**src/rtl/frog_pkg.sv**
```systemverilog
// Shared frog playfield constants: state encoding, bounds, spawn point and step size.
// The renderer imports the same package so that border, spawn and bounds agree.
package frog_pkg;

  typedef enum logic [2:0] {
    IDLE = 3'd0,
    PLAY = 3'd1,
    HIT  = 3'd2,
    WIN  = 3'd3,
    OVER = 3'd4
  } state_t;

  localparam logic [10:0] STEP  = 11'd8;
  localparam logic [10:0] X_MIN = 11'd152;
  localparam logic [10:0] X_MAX = 11'd744;
  localparam logic [10:0] Y_MIN = 11'd40;
  localparam logic [10:0] Y_MAX = 11'd472;

  localparam logic [9:0] DEF_X = 10'd152;
  localparam logic [8:0] DEF_Y = 9'd240;

  localparam logic [1:0] LIVES      = 2'd3;
  localparam logic [6:0] HIT_FRAMES = 7'd60;
  localparam logic [6:0] WIN_FRAMES = 7'd30;

  // Coordinates are widened to 11 bits first, so an underflow lands far above hi.
  function automatic logic in_bounds(input logic [10:0] v,
                                     input logic [10:0] lo,
                                     input logic [10:0] hi);
    return (v >= lo) && (v <= hi);
  endfunction

endpackage

```
**src/rtl/btn_frame_edge.sv**
```systemverilog
// Button conditioner: 2-FF synchronizer, level sampled once per frame, press = 0->1 between frames.
// press is combinational and valid only in the frame_start cycle; holding a button never repeats.
module btn_frame_edge (
  input  logic dclk,
  input  logic rst_n,
  input  logic btn,
  input  logic frame_start,
  output logic press
);

  logic meta;
  logic sync;
  logic prev;

  always_ff @(posedge dclk or negedge rst_n) begin
    if (!rst_n) begin
      meta <= 1'b0;
      sync <= 1'b0;
      prev <= 1'b0;
    end else begin
      meta <= btn;
      sync <= meta;
      if (frame_start) prev <= sync;
    end
  end

  assign press = frame_start & sync & ~prev;

endmodule

```
**src/rtl/frog_game_ctrl.sv**
```systemverilog
// Frog game sequencer: frame-aligned moves plus the IDLE/PLAY/HIT/WIN/OVER state machine.
// Everything is evaluated in the frame_start cycle and lands one dclk later, alongside coll_clr.
module frog_game_ctrl
  import frog_pkg::*;
(
  input  logic       dclk,
  input  logic       rst_n,
  input  logic       btn_up,
  input  logic       btn_down,
  input  logic       btn_left,
  input  logic       btn_right,
  input  logic       frame_start,
  input  logic [3:0] collision,
  output logic       coll_clr,
  output logic [9:0] frog_x,
  output logic [8:0] frog_y,
  output logic [2:0] state,
  output logic [1:0] lives,
  output logic [3:0] level,
  output logic       flash
);

  state_t     state_q, state_d;
  logic [9:0] x_q, x_d;
  logic [8:0] y_q, y_d;
  logic [1:0] lives_q, lives_d;
  logic [3:0] level_q, level_d;
  logic       flash_q, flash_d;
  logic [6:0] cnt_q, cnt_d;
  logic       fs_d, clr_q;

  logic        fs_rise;
  logic [3:0]  press;
  logic        any_press;
  logic        hit_now;
  logic [10:0] mv_x, mv_y;
  logic        mv_ok;

  // A stretched frame_start is acted on only at its first cycle.
  assign fs_rise = frame_start & ~fs_d;

  btn_frame_edge u_up    (.dclk(dclk), .rst_n(rst_n), .btn(btn_up),    .frame_start(fs_rise), .press(press[3]));
  btn_frame_edge u_down  (.dclk(dclk), .rst_n(rst_n), .btn(btn_down),  .frame_start(fs_rise), .press(press[2]));
  btn_frame_edge u_left  (.dclk(dclk), .rst_n(rst_n), .btn(btn_left),  .frame_start(fs_rise), .press(press[1]));
  btn_frame_edge u_right (.dclk(dclk), .rst_n(rst_n), .btn(btn_right), .frame_start(fs_rise), .press(press[0]));

  assign any_press = |press;
  assign hit_now   = |collision;

  // Only the highest-priority press is tried; an out-of-bounds move is dropped, not replaced.
  always_comb begin
    mv_x = {1'b0, x_q};
    mv_y = {2'b00, y_q};
    if (press[3])      mv_y = mv_y - STEP;
    else if (press[2]) mv_y = mv_y + STEP;
    else if (press[1]) mv_x = mv_x - STEP;
    else if (press[0]) mv_x = mv_x + STEP;
    mv_ok = in_bounds(mv_x, X_MIN, X_MAX) && in_bounds(mv_y, Y_MIN, Y_MAX);
  end

  always_comb begin
    state_d = state_q;
    x_d     = x_q;
    y_d     = y_q;
    lives_d = lives_q;
    level_d = level_q;
    flash_d = flash_q;
    cnt_d   = cnt_q;
    if (fs_rise) begin
      case (state_q)
        IDLE: begin
          x_d = DEF_X;
          y_d = DEF_Y;
          if (any_press) begin
            state_d = PLAY;
            cnt_d   = 7'd0;
          end
        end
        PLAY: begin
          if (hit_now) begin
            state_d = HIT;
            cnt_d   = 7'd0;
            flash_d = 1'b0;
          end else if (any_press && mv_ok) begin
            x_d = mv_x[9:0];
            y_d = mv_y[8:0];
            if (mv_x == X_MAX) begin
              state_d = WIN;
              cnt_d   = 7'd0;
              flash_d = 1'b1;
            end
          end
        end
        HIT: begin
          cnt_d = cnt_q + 7'd1;
          if (cnt_d[2:0] == 3'd0) flash_d = ~flash_q;
          if (cnt_q == HIT_FRAMES - 7'd1) begin
            cnt_d   = 7'd0;
            flash_d = 1'b0;
            if (lives_q == 2'd1) begin
              lives_d = 2'd0;
              state_d = OVER;
            end else begin
              lives_d = lives_q - 2'd1;
              x_d     = DEF_X;
              y_d     = DEF_Y;
              state_d = PLAY;
            end
          end
        end
        WIN: begin
          cnt_d = cnt_q + 7'd1;
          if (cnt_q == WIN_FRAMES - 7'd1) begin
            cnt_d   = 7'd0;
            flash_d = 1'b0;
            level_d = (level_q == 4'd15) ? level_q : level_q + 4'd1;
            x_d     = DEF_X;
            y_d     = DEF_Y;
            state_d = PLAY;
          end
        end
        OVER: begin
          if (any_press) begin
            state_d = IDLE;
            cnt_d   = 7'd0;
            flash_d = 1'b0;
            lives_d = LIVES;
            level_d = 4'd0;
            x_d     = DEF_X;
            y_d     = DEF_Y;
          end
        end
        default: begin
          state_d = IDLE;
          cnt_d   = 7'd0;
        end
      endcase
    end
  end

  always_ff @(posedge dclk or negedge rst_n) begin
    if (!rst_n) begin
      state_q <= IDLE;
      x_q     <= DEF_X;
      y_q     <= DEF_Y;
      lives_q <= LIVES;
      level_q <= 4'd0;
      flash_q <= 1'b0;
      cnt_q   <= 7'd0;
      fs_d    <= 1'b0;
      clr_q   <= 1'b0;
    end else begin
      state_q <= state_d;
      x_q     <= x_d;
      y_q     <= y_d;
      lives_q <= lives_d;
      level_q <= level_d;
      flash_q <= flash_d;
      cnt_q   <= cnt_d;
      fs_d    <= frame_start;
      clr_q   <= fs_rise;
    end
  end

  assign coll_clr = clr_q;
  assign frog_x   = x_q;
  assign frog_y   = y_q;
  assign state    = state_q;
  assign lives    = lives_q;
  assign level    = level_q;
  assign flash    = flash_q;

endmodule

```
**config.mk**
```make
export PLATFORM = sky130hd
export DESIGN_NAME = frog_game_ctrl
export DESIGN_NICKNAME = d
export VERILOG_FILES = /design/src/rtl/frog_pkg.sv /design/src/rtl/btn_frame_edge.sv /design/src/rtl/frog_game_ctrl.sv
export SDC_FILE = /design/constraint.sdc
export NUM_CORES = 1
export LEC_CHECK = 0
export CORE_ASPECT_RATIO = 0.6
export CORE_MARGIN = 4
export CORE_UTILIZATION = 45
export CTS_BUF_LIST = sky130_fd_sc_hd__clkbuf_8
export CTS_CLUSTER_SIZE = 14
export DETAILED_ROUTE_END_ITERATION = 8
export GPL_ROUTABILITY_DRIVEN = 0
export PLACE_DENSITY = 0.68
export SLEW_MARGIN = 20
export SYNTH_ARGS = -nofsm -noshare
export SYNTH_HDL_FRONTEND = slang
export SYNTH_HIERARCHICAL = 1
export SYNTH_SLANG_ARGS = --single-unit
export TNS_END_PERCENT = 30
```
**constraint.sdc**
```tcl
create_clock -name dclk -period 4.01 [get_ports dclk]
set_input_delay 0.802 -clock dclk [delete_from_list [all_inputs] [get_ports dclk]]
set_output_delay 0.802 -clock dclk [all_outputs]
set_load 0.05 [all_outputs]
```
==> results.cfg <==
[worst_setup_path]
worst-endpoint-arrival_ns = 4.09
critPathTopFamily = simple AND/OR/NAND/NOR gates
path_cells = clkdlybuf4s50_1 -> and2b_1 -> and3b_2 -> or2_4 -> nor4b_2 -> a32oi_1 -> xnor2_1 -> nor4b_2 -> a21o_1 -> o311ai_1 -> or2_1 -> o41ai_2
r2r-end = cnt_q[6]
cpMaxStageDelayCell = clkdlybuf4s50_1
crit_top_cell = nor4b_2
critical_path_buf_inv_count = 1
reg2reg_depth = 11
cp_max_fo = 11
required_ns = 4.23
r2r-start = fs_d
slowest_delay_ns = 0.42
reg2reg_slack_ns = 0.72
cp-end-kind = register
path_class = input port to register
startpoint_type = input port

[synthesis]
synth_cell_types = 65
yosys-top-cells-count = dfrtp_1, nor2_1, nand2_1
synth_area_per_cell_um2 = 8.98
async_flop_share = 1.00
ys_seq_elements = 44
synth_edf_count = 0
yosys_warnings = 6
yosysSeqAreaShare = 0.389
yosysTopAreaCell = dfrtp_1
synthesis.area_um2 = 2860
synth_cells = 318
synth_top_area_frac = 0.307
synth_ff_type = dfrtp_1
yosysMostFrequentCell = dfrtp_1
synth_area_leaders = dfrtp_1, dfstp_2, ha_1

[clock_network]
root_buffer = clkbuf_8
holdBufCountCts = 0
cts_made_buffers = 5
insertion_delay_ns = 0.31
clkSinkCount = 44
cts_max_path_buffers = 2
cts_tree = done
cts-htree-levels = 2
path_clk_slew_ns = 0.10

[drt]
vias = 2565
wl_per_cell_um = 15.5
postRouteAntennaNets = 0
first_iter_violations = 240
routed_wl_um = 7110
firstDrtPassIters = 5
drc_errors = 0
via_per_inst = 5.61

[grt]
grt_use_total = 0.185
grt_pass1_vias = 2361
antenna_found_initial = 0
grt_max_degree = 45
grt_pass1_wl_um = 11800
gr-total-overflow = 0

[timing]
report.final.setup_viol = 0
fin_crit_ns = 3.87
rsz0062_at_grt = false
setup_tns_ns = 0
period_share = 0.966
hold_viol_final = 0
skew_ns = 0.0161
max_freq_ghz = 0.258
slew_viol_final = 0
max_slew_margin = 0.518
worstMarginPinSlew_ns = 0.717

[power]
leakage_uw = 0.00151
irDropWorstVdd_mv = 0.339
power_uw = 1880
p_per_area_nw_per_um2 = 531

[floorplan]
fp.dieW_um = 111
start_util = 0.465
io_pins = 41
die_area_um2 = 7730
core_area_um2 = 6140
die_h_um = 69.7
rows = 22

[layout]
multi_input_area_um2 = 1600
drive_above_1_share = 0.188
fillers = 573
nNetsFinal = 392
seq_area_um2 = 1110
fin_cells = 457
antenna_cells = 0
syn_to_final_growth_pct = 23.6

[hold_path]
hold_depth = 0
holdPathEnd = u_down/sync
min_path_type = register to register
hold_start = u_down/meta

[flow_run]
max_cap_violations = 0

[place]
placedCellCount = 449
io_buffers = 34
dpl.hpwl_um = 5330

[outcome]
status = finished, final reports clean
==> where the power goes <==
| group | internal [µW] | leakage (µW) | total [µW] | switching (µW) |
|---|---|---|---|---|
| clock network | 122 | 0.0000479 | 286 | 164 |
| registers | 543 | 0.000543 | 694 | 152 |
| logic | 344 | 0.000920 | 895 | 552 |
| total | 1010 | 0.00151 | 1880 | 868 |
==> what timing repair did <==
item / CTS / global route
setup buffers: 0 / 0
setup endpoints to repair: 0 / 6
gates resized for setup: 0 / 1
==> registers in the layout, indices dropped and copies added, names as in the netlist, 2 cells and up <==
name / count
cnt_q: 7
frog_y: 6
level: 4
state: 3
frog_x: 7
lives: 2
==> routing by layer <==
layer | wire [µm] | global-route usage | share of wire | vias to the layer above
li1 | - | - | - | 1251
met1 | 3690 | 0.282 | 0.52 | 1231
met3 | 487 | 0.0523 | 0.069 | 5
met5 | 0 | 0 | 0 | -
met4 | 46 | 0.0369 | 0.0065 | 0
met2 | 2880 | 0.257 | 0.40 | 78
==> how the worst max path moves through the flow <==
| stage | start | endpoint | slack, ns | cells past startpoint |
|---|---|---|---|---|
| 6_report | frame_start | cnt_q[6] | 0.14 | 12 |
| 5_1_grt | frame_start | cnt_q[6] | 0.006 | 12 |
| 4_1_cts | frame_start | cnt_q[6] | 0.11 | 12 |
| 3_5_place_dp | frame_start | cnt_q[6] | -0.21 | 12 |
| 3_3_place_gp | frame_start | cnt_q[6] | -0.09 | 12 |
| 2_1_floorplan | frame_start | cnt_q[6] | 0.41 | 12 |
==> logic make-up after synthesis <==
| kind of cell | Yosys count | synth area share |
|---|---|---|
| simple gates | 129 | 0.248 |
| compound gates | 83 | 0.204 |
| flops | 44 | 0.389 |
| buf+inv | 36 | 0.0578 |
| fa+ha+maj | 9 | 0.0394 |
| xor+xnor | 8 | 0.0245 |
| mux | 8 | 0.0359 |
| other cells | 1 | 0.00131 |
==> placed cells by master (no fill, tap or decap), drive strengths merged, types with 3 or more instances in the layout <==
cell / count
xnor2: 4
o31ai: 8
nand3: 8
nor4b: 5
nand2b: 10
xor2: 4
conb: 6
a21o: 4
nand2: 29
and3b: 4
nor3: 12
clkbuf: 5
a211oi: 5
clkdlybuf4s50: 33
mux2: 6
o41ai: 3
nand3b: 4
clkinv: 3
nand4: 5
dfrtp: 35
a21oi: 15
nor2: 30
a31oi: 3
buf: 31
or3: 4
inv: 14
dfstp: 9
nor2b: 4
and3: 5
o21ai: 22
ha: 9
==> area by class of cell <==
cell class | instances | area share
Multi-Input combinational cell | 243 | 0.453
Sequential cell | 44 | 0.315
Timing Repair Buffer | 64 | 0.163
Tap cell | 84 | 0.0298
Clock buffer | 5 | 0.0195
Inverter | 14 | 0.0149
Clock inverter | 3 | 0.00532
==> worst reg2reg max path: stages, from the launching register on <==
cell and delay, ns:
dfrtp_1 0.32, and2b_1 0.25, and3b_2 0.31, or2_4 0.28
nor4b_2 0.38, a32oi_1 0.21, xnor2_1 0.19, nor4b_2 0.30
a21o_1 0.17, o311ai_1 0.16, or2_1 0.35, o41ai_2 0.28
==> per-stage QoR <==
step,setup slack [ns],area (µm²),utilization,hold slack [ns]
detailed placement,-0.210,3440,0.561,0.335
finish,0.136,3530,0.575,0.353
floorplan,0.406,2880,-,0.331
global placement,-0.0881,3440,0.561,0.332
global route,0.00629,3530,0.575,0.363
CTS,0.108,3530,0.575,0.355
Power figures use the tool's default switching activity.
